==> src/rtl/tester_common_pkg.sv <==
// Shared definitions for the traffic tester blocks.
//   port_config_t  : per-test configuration handed to a port generator
//   fg_state_t     : frame generator control states
//   frame_byte()   : content of one byte of a generated test frame
package tester_common;

  localparam logic [15:0] ETHERTYPE     = 16'h88B5;
  localparam logic [15:0] MIN_FRAME_LEN = 16'd60;
  localparam logic [15:0] MAX_FRAME_LEN = 16'd1514;
  // Width of the gap field carried in the config struct; a generator with a
  // narrower gap counter keeps only the low bits.
  localparam int          CFG_GAP_WIDTH = 16;

  typedef struct packed {
    logic [47:0]              dst_mac;
    logic [47:0]              src_mac;
    logic [15:0]              frame_len;
    logic [31:0]              frame_count;
    logic [CFG_GAP_WIDTH-1:0] gap_cycles;
  } port_config_t;

  typedef enum logic [1:0] {
    IDLE = 2'd0,
    SEND = 2'd1,
    GAP  = 2'd2
  } fg_state_t;

  function automatic logic [15:0] clamp_len(input logic [15:0] len);
    if (len < MIN_FRAME_LEN) return MIN_FRAME_LEN;
    if (len > MAX_FRAME_LEN) return MAX_FRAME_LEN;
    return len;
  endfunction

  // Byte at offset off: dst_mac, src_mac, ethertype, big-endian sequence,
  // then pad bytes equal to the offset modulo 256.
  function automatic logic [7:0] frame_byte(input logic [15:0] off,
                                            input logic [47:0] dst,
                                            input logic [47:0] src,
                                            input logic [31:0] seq);
    logic [15:0] o8;
    o8 = {off[12:0], 3'b000};
    if (off < 16'd6)  return 8'(dst >> (16'd40 - o8));
    if (off < 16'd12) return 8'(src >> (16'd88 - o8));
    if (off == 16'd12) return ETHERTYPE[15:8];
    if (off == 16'd13) return ETHERTYPE[7:0];
    if (off < 16'd18) return 8'(seq >> (16'd136 - o8));
    return off[7:0];
  endfunction

endpackage

==> src/rtl/frame_beat_builder.sv <==
// Combinational beat content for the frame generator.
//   beat          : beat index within the frame (8 bytes per beat)
//   dst/src/len   : latched config, len already clamped
//   seq           : sequence number of the current frame
//   data/keep/last: AXI-Stream beat payload; byte i of a beat is data[8i+7:8i]
module frame_beat_builder
  import tester_common::*;
(
  input  logic [7:0]  beat,
  input  logic [47:0] dst,
  input  logic [47:0] src,
  input  logic [15:0] len,
  input  logic [31:0] seq,
  output logic [63:0] data,
  output logic [7:0]  keep,
  output logic        last
);
  localparam int NUM_LANES = 8;

  logic [15:0] last_beat;

  assign last_beat = ((len + 16'd7) >> 3) - 16'd1;
  assign last      = ({8'd0, beat} == last_beat);

  // Final beat keeps only the low len%8 lanes (all eight when len%8 == 0).
  always_comb begin
    keep = 8'hFF;
    if (last && len[2:0] != 3'd0) keep = 8'((9'd1 << len[2:0]) - 9'd1);
  end

  for (genvar k = 0; k < NUM_LANES; k++) begin : g_lane
    assign data[8*k +: 8] = frame_byte({5'd0, beat, 3'(k)}, dst, src, seq);
  end

endmodule

==> src/rtl/frame_generator.sv <==
// Ethernet test-frame generator with an AXI-Stream master output.
//   clk, rst_n        : clock, asynchronous active-low reset
//   start, stop       : one-cycle pulses that begin / end a test
//   cfg               : test config, latched on start in IDLE
//   ready             : high in IDLE
//   tx_frames         : frames fully accepted since the last start (saturating)
//   m_axis_*          : 64-bit AXI-Stream master
module frame_generator
  import tester_common::*;
#(
  parameter int GAP_WIDTH = 16
) (
  input  logic         clk,
  input  logic         rst_n,
  input  logic         start,
  input  logic         stop,
  input  port_config_t cfg,
  output logic         ready,
  output logic [31:0]  tx_frames,
  output logic [63:0]  m_axis_tdata,
  output logic [7:0]   m_axis_tkeep,
  output logic         m_axis_tlast,
  output logic         m_axis_tvalid,
  input  logic         m_axis_tready
);

  fg_state_t            state, state_n;
  logic [47:0]          dst_q, src_q;
  logic [15:0]          len_q;
  logic [31:0]          count_q, seq_q, tx_inc;
  logic [GAP_WIDTH-1:0] gap_q, gap_cnt;
  logic [7:0]           beat_q;
  logic                 stop_pend;
  logic                 load, adv, frame_done, hs, count_hit;
  logic [63:0]          b_data;
  logic [7:0]           b_keep;
  logic                 b_last;

  frame_beat_builder u_beat (
    .beat (beat_q),
    .dst  (dst_q),
    .src  (src_q),
    .len  (len_q),
    .seq  (seq_q),
    .data (b_data),
    .keep (b_keep),
    .last (b_last)
  );

  // Outputs come straight from registered beat state, so they cannot move
  // while a beat is stalled, and they read zero whenever tvalid is low.
  assign m_axis_tvalid = (state == SEND);
  assign m_axis_tdata  = m_axis_tvalid ? b_data : '0;
  assign m_axis_tkeep  = m_axis_tvalid ? b_keep : '0;
  assign m_axis_tlast  = m_axis_tvalid & b_last;
  assign ready         = (state == IDLE);

  assign hs        = m_axis_tvalid & m_axis_tready;
  assign tx_inc    = (&tx_frames) ? tx_frames : tx_frames + 32'd1;
  assign count_hit = (count_q != '0) && (tx_inc == count_q);

  always_comb begin
    state_n    = state;
    load       = 1'b0;
    adv        = 1'b0;
    frame_done = 1'b0;
    case (state)
      IDLE: if (start) begin
        state_n = SEND;
        load    = 1'b1;
      end
      SEND: if (hs) begin
        adv = 1'b1;
        if (b_last) begin
          frame_done = 1'b1;
          // A stop seen at any point in this frame (including this cycle)
          // ends the test once the frame is out.
          if (stop || stop_pend || count_hit) state_n = IDLE;
          else if (gap_q != '0)               state_n = GAP;
        end
      end
      GAP: begin
        if (stop)                              state_n = IDLE;
        else if (gap_cnt <= GAP_WIDTH'(1))     state_n = SEND;
      end
      default: state_n = IDLE;
    endcase
  end

  always_ff @(posedge clk or negedge rst_n) begin
    if (!rst_n) begin
      state     <= IDLE;
      dst_q     <= '0;
      src_q     <= '0;
      len_q     <= MIN_FRAME_LEN;
      count_q   <= '0;
      gap_q     <= '0;
      gap_cnt   <= '0;
      seq_q     <= '0;
      tx_frames <= '0;
      beat_q    <= '0;
      stop_pend <= 1'b0;
    end else begin
      state <= state_n;
      if (load) begin
        dst_q     <= cfg.dst_mac;
        src_q     <= cfg.src_mac;
        len_q     <= clamp_len(cfg.frame_len);
        count_q   <= cfg.frame_count;
        gap_q     <= GAP_WIDTH'(cfg.gap_cycles);
        seq_q     <= '0;
        tx_frames <= '0;
        beat_q    <= '0;
        stop_pend <= 1'b0;
      end
      if (adv) beat_q <= frame_done ? 8'd0 : beat_q + 8'd1;
      // The gap counter holds gap_cycles on entry to GAP and leaves at 1,
      // giving exactly gap_cycles idle cycles.
      if (frame_done) begin
        tx_frames <= tx_inc;
        seq_q     <= seq_q + 32'd1;
        gap_cnt   <= gap_q;
      end else if (state == GAP) begin
        gap_cnt   <= gap_cnt - GAP_WIDTH'(1);
      end
      if (state == SEND && stop) stop_pend <= 1'b1;
    end
  end

endmodule
==> config.mk <==
export PLATFORM = sky130hd
export DESIGN_NAME = frame_generator
export DESIGN_NICKNAME = d
export VERILOG_FILES = /design/src/rtl/tester_common_pkg.sv /design/src/rtl/frame_beat_builder.sv /design/src/rtl/frame_generator.sv
export SDC_FILE = /design/constraint.sdc
export NUM_CORES = 1
export LEC_CHECK = 0
export BUFFER_PORTS_ARGS = -buffer_cell sky130_fd_sc_hd__buf_4
export CORE_MARGIN = 2
export CORE_UTILIZATION = 24
export DETAILED_ROUTE_END_ITERATION = 8
export SLEW_MARGIN = 15
export SYNTH_ARGS = -nofsm -noshare
export SYNTH_HDL_FRONTEND = slang
export SYNTH_HIERARCHICAL = 1
export SYNTH_SLANG_ARGS = --single-unit
export TNS_END_PERCENT = 50
==> constraint.sdc <==
create_clock -name clk -period 7.85 [get_ports clk]
set_input_delay 1.57 -clock clk [delete_from_list [all_inputs] [get_ports clk]]
set_output_delay 1.57 -clock clk [all_outputs]
set_load 0.01 [all_outputs]
* Yosys cells after proc, flatten, opt, wreduce, memory -nomap -nowiden
Cells that the tools add are included.
Word-level totals: flip-flop bits (word level) 251, word-level logic and storage cells 310, bits of input ports 165, output and inout bits 107
Cells by class: reduce and logical (&&, ||, !) cells 15, $lt $le $gt $ge 25, bitwise gates (word level) 2, equal/unequal tests 10, multiplexer cells 195, add/sub/neg operators 29, shift operators 23
Operators with widths (number):
- 48-bit by 16-bit >> shifter with 8-bit output | 14
- 8-bit 2-to-1 mux | 67
- 32-bit by 16-bit >> shifter with 8-bit output | 8
- 32-bit 2-to-1 mux | 4
- 7-bit by 14-bit subtractor with 15-bit output (first input constant) | 8
- 8-bit by 14-bit subtractor with 15-bit output (first input constant) | 8
- 1-bit 2-to-1 mux | 109
- 16-bit 2-to-1 mux | 6
- 6-bit by 14-bit subtractor with 15-bit output (first input constant) | 6
- 11-bit by 4-bit less-than comparator with 1-bit output (second input constant) | 8
- 11-bit by 5-bit less-than comparator with 1-bit output (second input constant) | 8
- 11-bit by 3-bit less-than comparator with 1-bit output (second input constant) | 6
- 32-bit by 1-bit adder with 32-bit output (second input constant) | 2
- 64-bit 2-to-1 mux | 1
- 32-bit equality test | 1
- 32-bit AND reduction | 1
- 32-bit nonzero test | 1
- 16-bit by 3-bit adder with 16-bit output (second input constant) | 1
- 8-bit by 16-bit equality test with 1-bit output | 1
- 16-bit by 11-bit > comparator with 1-bit output (second input constant) | 1
- 16-bit by 1-bit less-or-equal comparator with 1-bit output (second input constant) | 1
- 16-bit by 6-bit less-than comparator with 1-bit output (second input constant) | 1
- 16-bit nonzero test | 1
- 16-bit by 1-bit subtractor with 16-bit output (second input constant) | 1
- other kinds (20) | 34

* Logic depth before layout (Yosys ltp)
Gate-level depths: netlist of the first run.
depth in word-level cells 18, gate-level depth with buffers 22, mapped depth without buffers 19

* Hierarchy
The synthesis of the first run kept the hierarchy.
Modules (own cells, without submodules):
- frame_generator | sequential area each 6286.0 um^2, cells an instance 1497, instances 1, area an instance 12625.9 um^2
- frame_beat_builder | sequential area each 0.0 um^2, cells an instance 278, instances 1, area an instance 1991.9 um^2

* Worst setup path before layout of the first run
Ideal clock, no wire load.
path type register to output, from reg len_q[2], to out m_axis_tkeep[5], required time 6.280 ns, setup slack 3.217 ns, arrival time 3.063 ns, buffers on the path 3, stages on the path, launching flop included 14, path through dfstp_2 > buf_6 > or3_2 > buf_6 > xnor2_1 > ha_1 > clkbuf_2 > nand4b_1 > nand3_1 > a2111oi_2 > a21oi_1 > a2111oi_4 > nand3_1 > and2_1
On the way: word-level cells in the longest chain between the ends 6, elaborated cells between the ends (all ways) 9, classes of those cells add/sub (3); eq/ne (1); shift (1); mux (2); reduce/logical (2)
Ends and longest elaborated chain:
- start, declared | RTL line frame_generator.sv:29 | logic [15:0] len_q;
- start signal, assigned | RTL line frame_generator.sv:108 | len_q <= clamp_len(cfg.frame_len);
- 16-bit by 3-bit adder with 16-bit output | RTL line frame_beat_builder.sv:22 | assign last_beat = ((len + 16'd7) >> 3) - 16'd1;
- 13-bit by 1-bit subtractor with 14-bit output | RTL line frame_beat_builder.sv:22
- 8-bit by 16-bit equality test with 1-bit output | RTL line frame_beat_builder.sv:23 | assign last = ({8'd0, beat} == last_beat);
- net b_last | RTL line frame_generator.sv:37 | logic b_last;
- 1-bit logical AND | RTL line frame_beat_builder.sv:28 | if (last && len[2:0] != 3'd0) keep = 8'((9'd1 << len[2:0]) - 9'd1);
- 8-bit 2-to-1 mux | RTL line frame_beat_builder.sv:28
- net b_keep[5] | RTL line frame_generator.sv:36 | logic [7:0] b_keep;
- 8-bit 2-to-1 mux | RTL line frame_generator.sv:54 | assign m_axis_tkeep = m_axis_tvalid ? b_keep : '0;
- end, declared | RTL line frame_generator.sv:21 | output logic [7:0] m_axis_tkeep,
The timed path passes the listed nets, and every way through them passes these cells.

* Worst setup path in the final report of the first run
from reg len_q[0], to out m_axis_tkeep[3]
Same word-level chain as after synthesis.

==> impl_metrics.toml, run 1 <==
[floorplan]
fp.coreArea_mm2 = 0.0602
start_util_pct = 24.3
fp.dieArea_mm2 = 0.0629
die_h_um = 251
rows = 90
ioPinCount = 272
dieWidth_um = 251

[logic_synthesis]
synth_edf_count = 0
synth_top_area_cell = "dfrtp_1"
syn_inst = 1775
yosys.area.top_type_share_pct = 42.3
synthTopCellsByArea = "dfrtp_1 42%, nand2_1 15%, and2_1 3.7%, o21ai_0 3.5%, a221o_1 2.3%"
syn_area_per_cell_um2 = 8.24
synthArstFlopShare_pct = 100
yosysSeqAreaShare_pct = 43.0
ys_types = 89
synth-warning-count = 6
yosys_register_bits = 251
syn-cell-area_mm2 = 0.0146
syn-num-nets = 1955
synth_ff_type = "dfrtp_1"

[place]
gp_congestion = 0.896
dp_hpwl_um = 36300
port_buffers = 271

[global_routing]
grt_first_pass_wirelength_um = 80100
grt.overflow.total = 0
grt_pass1_vias = 13741
antenna_found_initial = 2
grt_max_degree = 150
grtUsageTotal_pct = 16.1

[critical_path]
rr_worst_depth = 17
crit_chain = "or3_2, xnor2_1, ha_1, nand4b_1, nand3_1, a2111oi_2, a21oi_1, a2111oi_4, nand3b_1, and2_1, buf_4"
crit_buf_inv = 1
rrSetupSlack_ps = 2040
worstPathArrival_ps = 4480
crit_cells = 11
critical_path.slowest_cell = "a2111oi_4"
endpoint_kind = "output port"
worst_setup_path_start_kind = "register"
cpPeakStageDelay_ps = 880
cp_max_fo = 12
crit_type = "reg -> out"
crit_family = "simple AND/OR/NAND/NOR gates"
required_ps = 6280

[timing]
worst_pin_slew_ps = 947
fmax_mhz = 165
setup_viol = 0
rsz0062_at_grt = "false"
finalMaxSlewViolations = 0
post-route-period-util_pct = 77.1
tns_ps = 0
report.final.hold_viol_count = 0
relSlewSlack_pct = 36.9
post-route-min-period_ps = 6050
fin_skew_ps = 31.1

[drt]
drtAntennaViolNets = 0
vias = 13907
wl_per_cell_um = 18.5
via_per_inst = 4.98
drc_errors = 0
drt_wl_total_um = 51800
drt_iter0_drc = 1024
dr.pass1.iters = 8

[pwr]
p_int_uw = 3610
power.density_mw_per_mm2 = 322
p_sw_uw = 2370
seq_power_share_pct = 35.6
ir_worst_vdd_mv = 0.204
p_leak_uw = 0.00880
switching_share_pct = 39.6
combPwrFrac_pct = 36.6
clkPwrFrac_pct = 27.9

[clock_network]
hold_buffers = 0
cts_resized = 0
cts_tree = "done"
htreeDepth = 2
clock_tree.root_cell = "clkbuf_16"
insertion_delay_ps = 550
numCtsBuffers = 34
cts_setup_buffers = 0
clockBufferDepth = 3
clkTransAtPathRegs_ps = 60
clock_sinks = 251

[hold_path]
whs_path_depth = 2
hold_class = "reg -> reg"

[finish]
fill_cells = 6323
final_core_util_pct = 30.8
mostFrequentLayoutCell = "nand2_1"
ff_latch_area_mm2 = 0.00629
layout-area-overhead-vs-synth_pct = 26.8
final_nets = 2164
multiInputGateArea_mm2 = 0.00779
drive_gt1_share_pct = 19.3
layout_common_cells = "564 x nand2_1, 283 x buf_4, 247 x dfrtp_1, 100 x o21ai_0, 86 x and2_1"
n_antenna_cell = 0

[flow_run]
cap_violations = 0

[outcome]
outcome = "finished, final reports clean"
[worst paths after layout]
check,start,to
min in group asynchronous,rst_n,gap_q[3]$_DFFE_PN0P_
hold reg to reg,dst_q[9]$_DFFE_PN0P_,dst_q[9]$_DFFE_PN0P_
max in group asynchronous,rst_n,src_q[38]$_DFFE_PN0P_
setup reg to reg,len_q[0]$_DFFE_PN0P_,seq_q[29]$_DFFE_PN0P_
setup / recovery,len_q[0]$_DFFE_PN0P_,m_axis_tkeep[3]
hold / removal,dst_q[9]$_DFFE_PN0P_,dst_q[9]$_DFFE_PN0P_
[power by group through the flow]
| stage | Combinational (uW) | Sequential, uW | Clock (uW) |
|---|---|---|---|
| after detailed placement | 2200 | 2150 | 0 |
| after global placement | 2190 | 2130 | 0 |
| after CTS | 2220 | 2130 | 1720 |
| after global routing | 2450 | 2190 | 1770 |
| final | 2180 | 2130 | 1660 |
| after floorplan | 1540 | 1960 | 0 |
[metrics by stage]
| step | area, um^2 | hold slack [ps] | worst slack [ps] | total power, uW | std cells |
|---|---|---|---|---|---|
| floorplan | 14600 | 437 | 3220 | 3500 | 1775 |
| global placement | 17300 | 452 | 2130 | 4320 | 2730 |
| detailed placement | 17300 | 454 | 1990 | 4350 | 2730 |
| CTS | 18500 | 469 | 1740 | 6060 | 2792 |
| global route | 18500 | 492 | 1530 | 6400 | 2792 |
| finish | 18500 | 463 | 1800 | 5970 | 2792 |
[cell type report]
type	count	area share, %
Inverter	26	0.526
Multi-Input combinational cell	1385	42.0
Tap cell	782	5.28
Clock inverter	19	1.54
Clock buffer	43	4.99
Timing Repair Buffer	286	11.8
Sequential cell	251	33.9
[registers in the layout (all words and copies together) (netlist names)]
name       flops
beat_q         8
count_q       32
dst_q         48
gap_cnt       16
gap_q         16
len_q         16
seq_q         32
src_q         48
state          2
stop_pend      1
tx_frames     32
[worst min-delay path, cell delays in order (launching register included)]
cell,delay (ps)
dfrtp_1,330
nand2_1,50
nand2_1,50
[synthesized netlist by cell type, types with 5 or more instances]
master	number
nor2b_1	6
a21oi_1	44
nor4_1	27
nand3_1	52
o21ai_0	101
mux2i_1	14
nand2_1	565
xor2_1	22
ha_1	15
and4_1	15
o311ai_0	7
nand2b_1	10
dfrtp_1	247
o211ai_1	17
nor2_1	79
a221o_1	34
a221oi_1	15
a211o_1	7
clkbuf_1	83
xnor2_1	30
and2_1	87
nor3b_1	7
nand4_1	35
nor3_1	18
inv_1	25
a31oi_1	17
a21o_1	6
o31ai_1	12
a22o_1	11
buf_2	16
buf_1	5
a222oi_1	6
and3_1	34
[per-layer routing]
layer | GRT usage [%] | vias up | wire length, um
met2 | 25.7 | 466 | 23700
met3 | 3.31 | 86 | 3330
met4 | 5.10 | 4 | 1390
met5 | 0 | - | 26
li1 | - | 6636 | -
met1 | 21.7 | 6715 | 23300
[kinds of logic after synthesis]
logic type | Yosys count | synth area share [%]
buffers and inverters | 139 | 3.98
AOI/OAI and AO/OA | 327 | 16.1
other | 1 | 0.0257
DFF | 251 | 43.0
xor gates and xnor gates | 52 | 3.12
and+or+nand+nor | 974 | 31.4
adders and majority gates | 15 | 1.28
muxes | 16 | 1.11
Power figures use the tool's default switching activity.
==> run 2: changes to the inputs <==
Settings changed: ABC_AREA set to 1.
Clock period 7.85 ns to 4.9 ns, I/O delays scaled along.
==> impl_metrics.toml, run 2 <==
[logic_synthesis]
syn-cell-area_mm2 = 0.0154
syn_area_per_cell_um2 = 6.73
synth_common_cells = "850 x nand2_1, 278 x inv_1, 247 x dfrtp_1"
synth_edf_count = 0
synth-warning-count = 6
ys_types = 55
synth_ff_type = "dfrtp_1"
syn-num-nets = 2466
syn_inst = 2286
synthArstFlopShare_pct = 100
yosys_register_bits = 251
yosysMostFrequentCell = "nand2_1"
synth_top_area_cell = "dfrtp_1"
yosysSeqAreaShare_pct = 40.9
synthTopCellsByArea = "dfrtp_1 40%, nand2_1 21%, inv_1 6.8%, nand3_1 6.0%, nor2_1 5.8%"
yosys.area.top_type_share_pct = 40.2

[timing]
tns_ps = 0
finalMaxSlewViolations = 0
report.final.hold_viol_count = 0
fmax_mhz = 217
setup_viol = 0
worst_pin_slew_ps = 862
post-route-period-util_pct = 94.1
relSlewSlack_pct = 42.6
post-route-min-period_ps = 4610
fin_skew_ps = 18.3
rsz0062_at_grt = "false"

[floorplan]
die_h_um = 257
dieWidth_um = 257
fp.dieArea_mm2 = 0.0661
rows = 92
fp.coreArea_mm2 = 0.0632
start_util_pct = 24.3
ioPinCount = 272

[global_routing]
grtUsageTotal_pct = 16.3
grt_first_pass_wirelength_um = 85900
antenna_found_initial = 2
grt.overflow.total = 0
grt_max_degree = 105
grt_pass1_vias = 15186

[critical_path]
crit_type = "reg -> out"
crit_buf_inv = 3
rrSetupSlack_ps = 770
cp_common_cell = "nor2_1"
crit_chain = "clkinv_1, nand3_1, nor2_1, nand2_2, o21ai_1, nor2_1, a221oi_1, o21ai_0, inv_1, nor2_1, buf_4"
cp_max_fo = 15
worst_setup_path_start_kind = "register"
rr_worst_depth = 25
required_ps = 3920
timing.rr.start = "len_q[2]$_DFFE_PN1P_"
crit_cells = 11
cpPeakStageDelay_ps = 580
crit_family = "simple AND/OR/NAND/NOR gates"
endpoint_kind = "output port"
critical_path.slowest_cell = "nor2_1"
worstReg2RegEnd = "seq_q[26]$_DFFE_PN0P_"
worstPathArrival_ps = 3630

[clock_network]
cts_tree = "done"
clock_sinks = 251
htreeDepth = 1
numCtsBuffers = 31
clock_tree.root_cell = "clkbuf_16"
clockBufferDepth = 3
cts_setup_buffers = 0
insertion_delay_ps = 580
cts_resized = 0
hold_buffers = 0
clkTransAtPathRegs_ps = 60

[drt]
drt_iter0_drc = 1220
drc_errors = 0
dr.pass1.iters = 5
wl_per_cell_um = 16.2
vias = 15454
drtAntennaViolNets = 0
via_per_inst = 4.54
drt_wl_total_um = 55100

[finish]
fill_cells = 6952
mostFrequentLayoutCell = "nand2_1"
final_area_mm2 = 0.0194
layout_common_cells = "848 x nand2_1, 289 x buf_4, 277 x inv_1, 247 x dfrtp_1, 239 x nor2_1"
reg_top3 = "dst_q x48, src_q x48"
final_nets = 2711
layout-area-overhead-vs-synth_pct = 26.4
drive_gt1_share_pct = 15.6

[place]
dp_hpwl_um = 41400
gp_congestion = 0.945
port_buffers = 271
post_dp_cell_area_mm2 = 0.0184

[hold_path]
hold_class = "reg -> reg"
whs_path_depth = 2
hold_end = "src_q[33]$_DFFE_PN0P_"
hold_start = "src_q[33]$_DFFE_PN0P_"

[pwr]
finalPower_uw = 9900
ir_worst_vdd_mv = 0.319
power.density_mw_per_mm2 = 510
p_int_uw = 5610
p_leak_uw = 0.00972
p_sw_uw = 4290
seq_power_share_pct = 33.4
combPwrFrac_pct = 42.5
clkPwrFrac_pct = 24.0
switching_share_pct = 43.3

[outcome]
outcome = "finished, final reports clean"

[flow_run]
cap_violations = 0
-- run 2: cell types whose count changed after synthesis, moves of 22 or more --
cell / delta
and2_1: -86
nand3_1: +132
clkbuf_1: -34
and3_1: -34
nand2_1: +285
a221o_1: -34
inv_1: +253
nand4_1: +24
xnor2_1: -22
nor2_1: +160
-- run 2: worst max-delay path by stage --
stage / start / endpoint / slack [ps]
2_1_floorplan: len_q[2]$_DFFE_PN1P_ / seq_q[26]$_DFFE_PN0P_ / 1420
3_3_place_gp: len_q[2]$_DFFE_PN1P_ / seq_q[26]$_DFFE_PN0P_ / 820
3_5_place_dp: len_q[2]$_DFFE_PN1P_ / seq_q[15]$_DFFE_PN0P_ / 780
4_1_cts: beat_q[1]$_DFFE_PN0P_ / m_axis_tdata[46] / 250
5_1_grt: len_q[2]$_DFFE_PN1P_ / m_axis_tlast / 4
6_report: beat_q[4]$_DFFE_PN0P_ / m_axis_tdata[6] / 290
-- run 2: area by class of cell --
class	count	area, um^2	area share, %
Antenna cell	2	5.00	0.0258
Clock inverter	11	138	0.708
Multi-Input combinational cell	1664	7670	39.5
Tap cell	846	1060	5.45
Clock buffer	44	905	4.66
Inverter	288	1090	5.59
Sequential cell	251	6290	32.4
Timing Repair Buffer	295	2280	11.7
-- run 2: worst reg2reg max path, delay by kind of cell (launching register included) --
kind / cells / cell delay, ps
compound gates: 1 / 80
flops: 1 / 630
fa+ha+maj: 1 / 300
xor+xnor: 1 / 140
simple gates: 22 / 2880
-- run 2: layer usage --
layer | up-vias | GRT usage (%) | part of all wire (%)
li1 | 7725 | - | -
met1 | 7125 | 23.2 | 47
met2 | 528 | 24.8 | 43
met3 | 76 | 2.96 | 7.3
met4 | 0 | 5.15 | 3.1
met5 | - | 0 | 0
-- run 2: kinds of logic (layout without fill, tap and decap cells) --
logic type	after synthesis	after routing	share of synthesized area, %
simple gates	1409	1409	38.7
buf+inv	371	638	9.32
flops	251	251	40.9
compound gates	201	201	7.63
xor+xnor	33	33	1.88
fa+ha+maj	15	15	1.22
mux	5	5	0.326
other cells	1	3	0.0244
-- run 2: per-stage QoR --
step / std cells / setup slack [ps] / hold WS [ps] / util, %
3_5_place_dp: 3344 / 781 / 465 / 29.1
2_1_floorplan: 2286 / 1420 / 446 / -
6_report: 3401 / 291 / 476 / 30.7
4_1_cts: 3399 / 246 / 481 / 30.7
5_1_grt: 3399 / 3.60 / 495 / 30.7
3_3_place_gp: 3344 / 821 / 462 / 29.1
-- run 2: power groups by stage --
stage               clock, uW  combinational [uW]  sequential [uW]
floorplan                   0                2860             3130
global placement            0                4180             3320
detailed placement          0                4200             3320
CTS                      2440                4220             3300
global route             2520                4770             3380
finish                   2380                4210             3310
==> run 3: changes to the inputs <==
Settings changed: CORE_ASPECT_RATIO set to 0.5, CORE_UTILIZATION 24 to 52, PLACE_DENSITY set to 0.78.
==> impl_metrics.toml, run 3 (synthesis results as in run 2) <==
[critical_path]
worstReg2RegEnd = "seq_q[26]$_DFFE_PN0P_"
cp_max_fo = 20
crit_chain = "clkinv_1, nand3_1, xor2_1, nor2_1, buf_4, nand3_1, o21ai_0, inv_1, nor2_1, buf_4"
crit_cells = 10
worst_setup_path_start_kind = "register"
critPathCapture = "m_axis_tdata[18]"
timing.rr.start = "len_q[2]$_DFFE_PN1P_"
rr_worst_depth = 25
cp-startpoint = "beat_q[3]$_DFFE_PN0P_"
crit_family = "simple AND/OR/NAND/NOR gates"
crit_type = "reg -> out"
required_ps = 3920
rrSetupSlack_ps = 780
endpoint_kind = "output port"
worstPathArrival_ps = 3690
critical_path.slowest_cell = "dfrtp_1"
crit_buf_inv = 4
cpPeakStageDelay_ps = 540

[timing]
post-route-period-util_pct = 95.4
fmax_mhz = 214
relSlewSlack_pct = 31.2
fin_hold_ws_ps = 480
tns_ps = 0
post-route-min-period_ps = 4670
fin_skew_ps = 13.0
worst_pin_slew_ps = 1020
setup_ws_ps = 226
finalMaxSlewViolations = 0
rsz0062_at_grt = "false"
report.final.hold_viol_count = 0
setup_viol = 0

[floorplan]
fp.coreArea_mm2 = 0.0290
dieWidth_um = 247
start_util_pct = 53.0
ioPinCount = 272
rows = 44
die_h_um = 126
fp.dieArea_mm2 = 0.0310

[clock_network]
cts_setup_buffers = 0
cts_resized = 0
clkTransAtPathRegs_ps = 60
clock_sinks = 251
numCtsBuffers = 23
cts_tree = "done"
hold_buffers = 0
clock_tree.root_cell = "clkbuf_16"
insertion_delay_ps = 530
clockBufferDepth = 3
htreeDepth = 1

[pwr]
ir_worst_vdd_mv = 0.324
combPwrFrac_pct = 45.4
p_sw_uw = 4030
power.density_mw_per_mm2 = 495
p_leak_uw = 0.00953
seq_power_share_pct = 35.8
clkPwrFrac_pct = 18.9
p_int_uw = 5120
switching_share_pct = 44.1

[finish]
reg_top3 = "dst_q x48, src_q x48"
layout_common_cells = "848 x nand2_1, 287 x buf_4, 277 x inv_1, 247 x dfrtp_1, 239 x nor2_1"
layout-area-overhead-vs-synth_pct = 20.2
final_nets = 2701
mostFrequentLayoutCell = "nand2_1"
n_antenna_cell = 0
drive_gt1_share_pct = 14.9

[flow_run]
cap_violations = 0

[drt]
drt_wl_total_um = 48500
wl_per_cell_um = 16.6
via_per_inst = 5.44
drt_iter0_drc = 1690
drc_errors = 0
dr.pass1.iters = 6
vias = 15906
drtAntennaViolNets = 0

[place]
pre_cts_ws_ps = 829
dp_hpwl_um = 35800
gp_congestion = 0.982
port_buffers = 271

[global_routing]
antenna_found_initial = 0
grt_pass1_vias = 14870
grt_max_degree = 125
grt_first_pass_wirelength_um = 77200
grt.overflow.total = 0
grtUsageTotal_pct = 31.1

[outcome]
outcome = "finished, final reports clean"

[hold_path]
hold_class = "reg -> reg"
run 3: cell types whose count changed in the layout (fill, tap and decap cells not counted):
cell and delta:
nand2_4 -1, clkbuf_16 -8, diode_2 -2, nand2_2 +1, clkbuf_1 +1, clkinv_4 -1
clkbuf_8 -4, clkinv_2 -1, buf_12 +1, buf_4 -2, inv_6 -1, buf_8 -1
bufinv_16 -3
run 3: worst min-delay path, stage by stage (launching register included):
cell and delay, ps:
dfrtp_1 340, nand2_1 60, nand2_1 50
run 3: layout make-up:
cell class / instances / area, um^2
well taps: 391 / 489
fillers: 2680 / 10500
inverters: 288 / 1090
multi-input cells: 1664 / 7670
clock inverters: 5 / 25.0
flip-flops and latches: 251 / 6290
repair buffers: 293 / 2270
clock buffers: 33 / 653
run 3: worst min path at each step:
| stage | from | to | depth (start not counted) |
|---|---|---|---|
| after detailed placement | dst_q[7]$_DFFE_PN0P_ | dst_q[7]$_DFFE_PN0P_ | 2 |
| after CTS | dst_q[7]$_DFFE_PN0P_ | dst_q[7]$_DFFE_PN0P_ | 2 |
| final | dst_q[33]$_DFFE_PN0P_ | dst_q[33]$_DFFE_PN0P_ | 2 |
| after global placement | src_q[16]$_DFFE_PN0P_ | src_q[16]$_DFFE_PN0P_ | 2 |
| after floorplan | seq_q[31]$_DFFE_PN0P_ | seq_q[31]$_DFFE_PN0P_ | 1 |
| after global routing | dst_q[12]$_DFFE_PN0P_ | dst_q[12]$_DFFE_PN0P_ | 2 |
run 3: power by group through the flow:
stage / clock (uW) / sequential (uW) / combinational, uW
2_1_floorplan: 0 / 3130 / 2860
5_1_grt: 1840 / 3340 / 4660
3_5_place_dp: 0 / 3280 / 4100
6_report: 1720 / 3270 / 4150
4_1_cts: 1750 / 3260 / 4130
3_3_place_gp: 0 / 3270 / 4030
run 3: per-stage QoR:
stage | std cells | power, uW | instance area, um^2 | util, %
4_1_cts | 2925 | 9130 | 18500 | 63.7
5_1_grt | 2925 | 9840 | 18500 | 63.7
6_report | 2925 | 9150 | 18500 | 63.7
3_5_place_dp | 2887 | 7380 | 17800 | 61.3
2_1_floorplan | 2286 | 5990 | 15400 | -
3_3_place_gp | 2887 | 7300 | 17800 | 61.3
run 3: layer usage:
metal | track usage (%) | part of all wire [%] | up-vias
met5 | 0 | 0 | -
li1 | - | - | 7686
met1 | 43.7 | 43 | 7410
met2 | 49.5 | 46 | 686
met4 | 9.93 | 3.4 | 0
met3 | 4.87 | 7.5 | 124
